File: src/rtl/state_dumper.sv
// Debug state dumper: streams a 44-word frame (counters, PC, x0..x31, dmem 0x00..0x1C) through a
// registered valid/ready slot; first word valid 1 cycle after the request, slot holds while ready is low.
module state_dumper (
  input  logic        clk_i,
  input  logic        rst_i,
  input  logic        start_i,
  input  logic        stall_i,
  input  logic        flush_i,
  input  logic [31:0] pc_i,
  input  logic        dump_req_i,
  output logic [4:0]  reg_addr_o,
  input  logic [31:0] reg_data_i,
  output logic [4:0]  mem_addr_o,
  input  logic [31:0] mem_data_i,
  output logic [31:0] dout_o,
  output logic        dout_valid_o,
  input  logic        dout_ready_i,
  output logic        dout_last_o,
  output logic        busy_o
);

  typedef enum logic [1:0] {S_IDLE, S_HDR, S_REG, S_MEM} state_t;

  state_t      r_state, w_state_nxt;
  logic [31:0] r_cyc, r_stl, r_flu;
  logic [31:0] r_snap_stl, r_snap_flu, r_snap_pc;
  logic [5:0]  r_idx, w_idx_nxt, w_idx_inc;
  logic [31:0] r_dout, w_dout_nxt, w_word;
  logic        r_vld, w_vld_nxt, r_last, w_last_nxt;
  logic        w_start, w_load, w_xfer;

  // r_idx is the index of the next word to be loaded into the slot; 44 means all loaded.
  assign w_start   = (r_state == S_IDLE) && dump_req_i;
  assign w_xfer    = r_vld && dout_ready_i;
  assign w_load    = (r_state != S_IDLE) && (r_idx < 6'd44) && (!r_vld || dout_ready_i);
  assign w_idx_inc = r_idx + 6'd1;

  assign reg_addr_o = (r_state == S_REG) ? (r_idx[4:0] - 5'd4) : 5'd0;
  assign mem_addr_o = (r_state == S_MEM) ? {r_idx[2:0] - 3'd4, 2'b00} : 5'd0;

  always_comb begin
    w_word = mem_data_i;
    if (r_idx == 6'd1)      w_word = r_snap_stl;
    else if (r_idx == 6'd2) w_word = r_snap_flu;
    else if (r_idx == 6'd3) w_word = r_snap_pc;
    else if (r_idx < 6'd36) w_word = reg_data_i;
  end

  always_comb begin
    w_state_nxt = r_state;
    w_idx_nxt   = r_idx;
    w_dout_nxt  = r_dout;
    w_vld_nxt   = r_vld;
    w_last_nxt  = r_last;
    case (r_state)
      S_IDLE: begin
        // Word 0 is the pre-increment cycle count, loaded on the request edge itself.
        if (dump_req_i) begin
          w_state_nxt = S_HDR;
          w_idx_nxt   = 6'd1;
          w_dout_nxt  = r_cyc;
          w_vld_nxt   = 1'b1;
          w_last_nxt  = 1'b0;
        end
      end
      default: begin
        if (w_xfer) begin
          w_vld_nxt  = 1'b0;
          w_last_nxt = 1'b0;
        end
        if (w_load) begin
          w_idx_nxt  = w_idx_inc;
          w_dout_nxt = w_word;
          w_vld_nxt  = 1'b1;
          w_last_nxt = (r_idx == 6'd43);
          if (w_idx_inc < 6'd4)       w_state_nxt = S_HDR;
          else if (w_idx_inc < 6'd36) w_state_nxt = S_REG;
          else                        w_state_nxt = S_MEM;
        end else if (w_xfer && r_last) begin
          w_state_nxt = S_IDLE;
        end
      end
    endcase
  end

  always_ff @(posedge clk_i) begin
    if (!rst_i) begin
      r_state    <= S_IDLE;
      r_cyc      <= '0;
      r_stl      <= '0;
      r_flu      <= '0;
      r_snap_stl <= '0;
      r_snap_flu <= '0;
      r_snap_pc  <= '0;
      r_idx      <= '0;
      r_dout     <= '0;
      r_vld      <= 1'b0;
      r_last     <= 1'b0;
    end else begin
      if (start_i && (r_cyc != 32'hFFFF_FFFF)) r_cyc <= r_cyc + 32'd1;
      if (stall_i && (r_stl != 32'hFFFF_FFFF)) r_stl <= r_stl + 32'd1;
      if (flush_i && (r_flu != 32'hFFFF_FFFF)) r_flu <= r_flu + 32'd1;
      if (w_start) begin
        r_snap_stl <= r_stl;
        r_snap_flu <= r_flu;
        r_snap_pc  <= pc_i;
      end
      r_state <= w_state_nxt;
      r_idx   <= w_idx_nxt;
      r_dout  <= w_dout_nxt;
      r_vld   <= w_vld_nxt;
      r_last  <= w_last_nxt;
    end
  end

  assign dout_o       = r_dout;
  assign dout_valid_o = r_vld;
  assign dout_last_o  = r_last;
  assign busy_o       = (r_state != S_IDLE);

endmodule

File: config.mk
export PLATFORM = sky130hd
export DESIGN_NAME = state_dumper
export DESIGN_NICKNAME = d
export VERILOG_FILES = /design/src/rtl/state_dumper.sv
export SDC_FILE = /design/constraint.sdc
export NUM_CORES = 1
export LEC_CHECK = 0
export ABC_AREA = 0
export CAP_MARGIN = 10
export CORE_MARGIN = 8
export CORE_UTILIZATION = 56
export DETAILED_ROUTE_END_ITERATION = 10
export MAX_ROUTING_LAYER = met4
export PLACE_DENSITY_LB_ADDON = 0.2
export SYNTH_ARGS = -nofsm -noshare
export SYNTH_HDL_FRONTEND = slang
export SYNTH_SLANG_ARGS = --single-unit
File: constraint.sdc
create_clock -name clk_i -period 2.7 [get_ports clk_i]
set_input_delay 0.54 -clock clk_i [delete_from_list [all_inputs] [get_ports clk_i]]
set_output_delay 0.54 -clock clk_i [all_outputs]
set_load 0.03 [all_outputs]
==> results.py <==
metrics = {
    "cells_and_area": {
        "finalNetCount": 1714,
        "multi_input_area_um2": 6610,
        "postLayoutCellArea_um2": 14300,
        "syn2layout_area_growth_pct": 20.9,
        "regArea_um2": 4680,
        "num-fill-cells": 1783,
        "final_layout_size_suffix_gt1_share_pct": 9.64,
        "finish.utilization_pct": 68.5,
        "n_antenna_cell": 0,
        "fin_cells": 1893,
    },
    "worst_setup_path": {
        "slowest_delay_ps": 450,
        "crit_fanout": 8,
        "critPathRequiredTime_ps": 2160,
        "critPathKind": "reg2out",
        "critPathCaptureType": "primary output",
        "cp_cell_sequence": "inv_1, ha_1, nand2b_1, a21oi_1, dlygate4sd2_1",
        "startpoint_type": "register",
        "critPathSlowestCell": "dfxtp_1",
        "critPathArrivalTime_ps": 1990,
    },
    "timing": {
        "final_max_slew_viol_count": 0,
        "setup_viol": 0,
        "rsz0062_at_grt": "false",
        "finalCritPeriodShare_pct": 93.8,
        "worst_pin_slew_ps": 729,
        "hold_violations": 0,
        "min_period_ps": 2530,
        "max_freq_ghz": 0.395,
        "worst_clock_skew_ps": 11.8,
        "maxSlewHeadroom_pct": 51.3,
        "final.setup.tns_ps": 0,
    },
    "clocking": {
        "cts_tree": "built",
        "clk_latency_ps": 530,
        "post_cts_buffers": 0,
        "clockBufferDepth": 3,
        "clkTransAtPathRegs_ps": 60,
        "cts_sinks": 234,
        "cts.repair.resized": 2,
        "cts-root-buf": "clkbuf_16",
        "cts_hold_buf": 0,
        "htree_levels": 1,
        "cts_made_buffers": 26,
    },
    "synth": {
        "yosysSeqAreaShare_pct": 39.6,
        "synth_area_leader_cell": "dfxtp_1",
        "ys_types": 69,
        "synth-warning-count": 0,
        "ys_seq_elements": 234,
        "synth_area_leaders": "dfxtp_1 40%, nand2_1 10%, a21oi_1 5.9%, o21ai_0 4.1%, nand2b_1 2.9%",
        "postSynthCellCount": 1508,
        "syn_area_per_cell_um2": 7.85,
        "synth_async_sr_flop_share_pct": 0,
        "synth_top_flop_cell": "dfxtp_1",
        "post-synth-top-area-fraction_pct": 39.6,
        "synth-edff-count": 0,
        "syn-cell-area_um2": 11800,
    },
    "routing": {
        "wl_per_cell_um": 19.2,
        "num_vias": 11700,
        "ant_nets": 0,
        "drt-vias-per-instance": 6.19,
        "first_iter_violations": 1142,
        "drt_first_pass_iters": 7,
        "drc": 0,
        "drt_wl_total_mm": 36.4,
    },
    "power": {
        "report.power.total_mw": 9.94,
        "p_leak_nw": 4.75,
        "p_per_area_nw_per_um2": 695,
        "vdd_drop_max_mv": 0.546,
    },
    "placement": {
        "io_buffers": 145,
        "postPlaceCellArea_um2": 13500,
        "hpwlAfterDp_mm": 25.5,
        "dp.cells": 1848,
        "gp_congestion": 0.890,
    },
    "run_status": {
        "status": "completed",
    },
    "global_route": {
        "antenna_found_initial": 0,
        "grt_overflow": 0,
        "grt_pass1_vias": 10600,
        "grt_pass1_wl_mm": 57.7,
        "grt_util_all_layers_pct": 27.8,
        "grt_max_degree": 98,
    },
    "die": {
        "io_pins": 148,
        "fp.dieH_um": 161,
        "start_util_pct": 56.6,
        "core_area_um2": 20900,
        "die_w_um": 161,
        "die-area_um2": 26000,
        "row_count": 53,
    },
    "job": {
        "cap_viol_max_count": 0,
    },
    "min_path": {
        "hold_class": "reg2reg",
    },
}
critical path: cells and delay by family (launching register included):
kind | cells | cell delay (ps)
and+or+nand+nor | 1 | 130
AOI/OAI and AO/OA | 1 | 120
DFF | 1 | 450
buffers and inverters | 2 | 550
adders and majority gates | 1 | 220
synthesized netlist by cell type, types with 3 or more instances:
cell type	instances
and4_1	18
a211oi_1	3
nand4b_1	4
a2111oi_0	3
clkbuf_1	89
a31oi_1	40
a21oi_1	139
or4_1	4
xnor2_1	20
a31o_1	5
and2_1	8
buf_2	8
ha_1	10
o21a_1	4
nand4_1	28
a311oi_1	4
mux2i_1	20
buf_4	3
inv_1	14
xor2_1	4
or4_2	4
a31o_2	30
nand3_1	45
o21ai_0	98
a21oi_2	14
or3_2	7
dfxtp_1	234
o31ai_1	7
nor2_1	46
o311ai_0	21
o311ai_1	12
buf_6	3
o21ai_2	9
and3_1	48
nor3_1	8
nand2_1	322
buf_1	6
nor4_1	9
or3_1	32
a21boi_0	33
nand2b_1	55
cell usage in the layout, fill, tap and decap left out, drive strengths merged, types with 4 or more instances in the layout:
master           n
a21boi          33
a21oi          153
a311oi           4
a31o            35
a31oi           40
and2            10
and3            48
and4            20
buf             33
clkbuf          39
clkdlybuf4s50  142
clkinv           6
dfxtp          234
ha              10
inv             16
mux2i           20
nand2          322
nand2b          55
nand3           45
nand4           29
nand4b           4
nor2            46
nor3             8
nor4             9
o21a             4
o21ai          108
o311ai          34
o31ai            9
or3             40
or4             10
xnor2           20
xor2             5
state kept, by name, indices dropped and copies added (netlist names):
| signal | flops |
|---|---|
| r_stl | 32 |
| dout_valid_o | 1 |
| r_flu | 32 |
| r_cyc | 32 |
| dout_last_o | 1 |
| r_snap_stl | 32 |
| r_snap_flu | 32 |
| r_idx | 6 |
| dout_o | 32 |
| r_snap_pc | 32 |
| r_state | 2 |
metal layers:
| layer | track usage, % | part of all wire (%) |
|---|---|---|
| met5 | - | 0 |
| met4 | 9.81 | 3.6 |
| met3 | 3.54 | 7.4 |
| met2 | 44.2 | 48 |
| met1 | 35.9 | 41 |
metrics by stage:
step / hold slack (ps) / setup slack (ps)
floorplan: 431 / 619
global placement: 438 / 81.9
detailed placement: 442 / 47.9
CTS: 449 / 164
global route: 465 / 49.3
finish: 448 / 167
kinds of logic after synthesis:
| family | Yosys count | share of synthesized area (%) |
|---|---|---|
| compound gates | 435 | 23.5 |
| mux | 20 | 1.69 |
| fa+ha+maj | 10 | 1.06 |
| other cells | 1 | 0.0317 |
| xor+xnor | 25 | 1.91 |
| buf+inv | 129 | 4.83 |
| flops | 234 | 39.6 |
| simple gates | 654 | 27.4 |
report_power, final:
part	switching, mW	leakage [nW]	internal, mW
sequential	0.181	1.90	3.70
clock	1.40	0.413	2.01
combinational	1.65	2.44	1.01
total	3.23	4.75	6.71
layout make-up:
type                    count  share of cell area (%)
multi-input cells        1146                    46.2
flip-flops and latches    234                    32.7
repair buffers            177                    12.5
clock buffers              39                    5.53
well taps                 275                    2.40
inverters                  16                   0.455
clock inverters             6                   0.236
worst paths after layout:
check | start | to | slack, ps | cells after the start
hold / removal | r_snap_pc[22] | r_snap_pc[22] | 450 | 2
hold reg to reg | r_snap_pc[22] | r_snap_pc[22] | 450 | 2
setup / recovery | r_idx[2] | reg_addr_o[4] | 170 | 5
setup reg to reg | r_idx[2] | dout_o[22] | 230 | 9
Power figures use the tool's default switching activity.
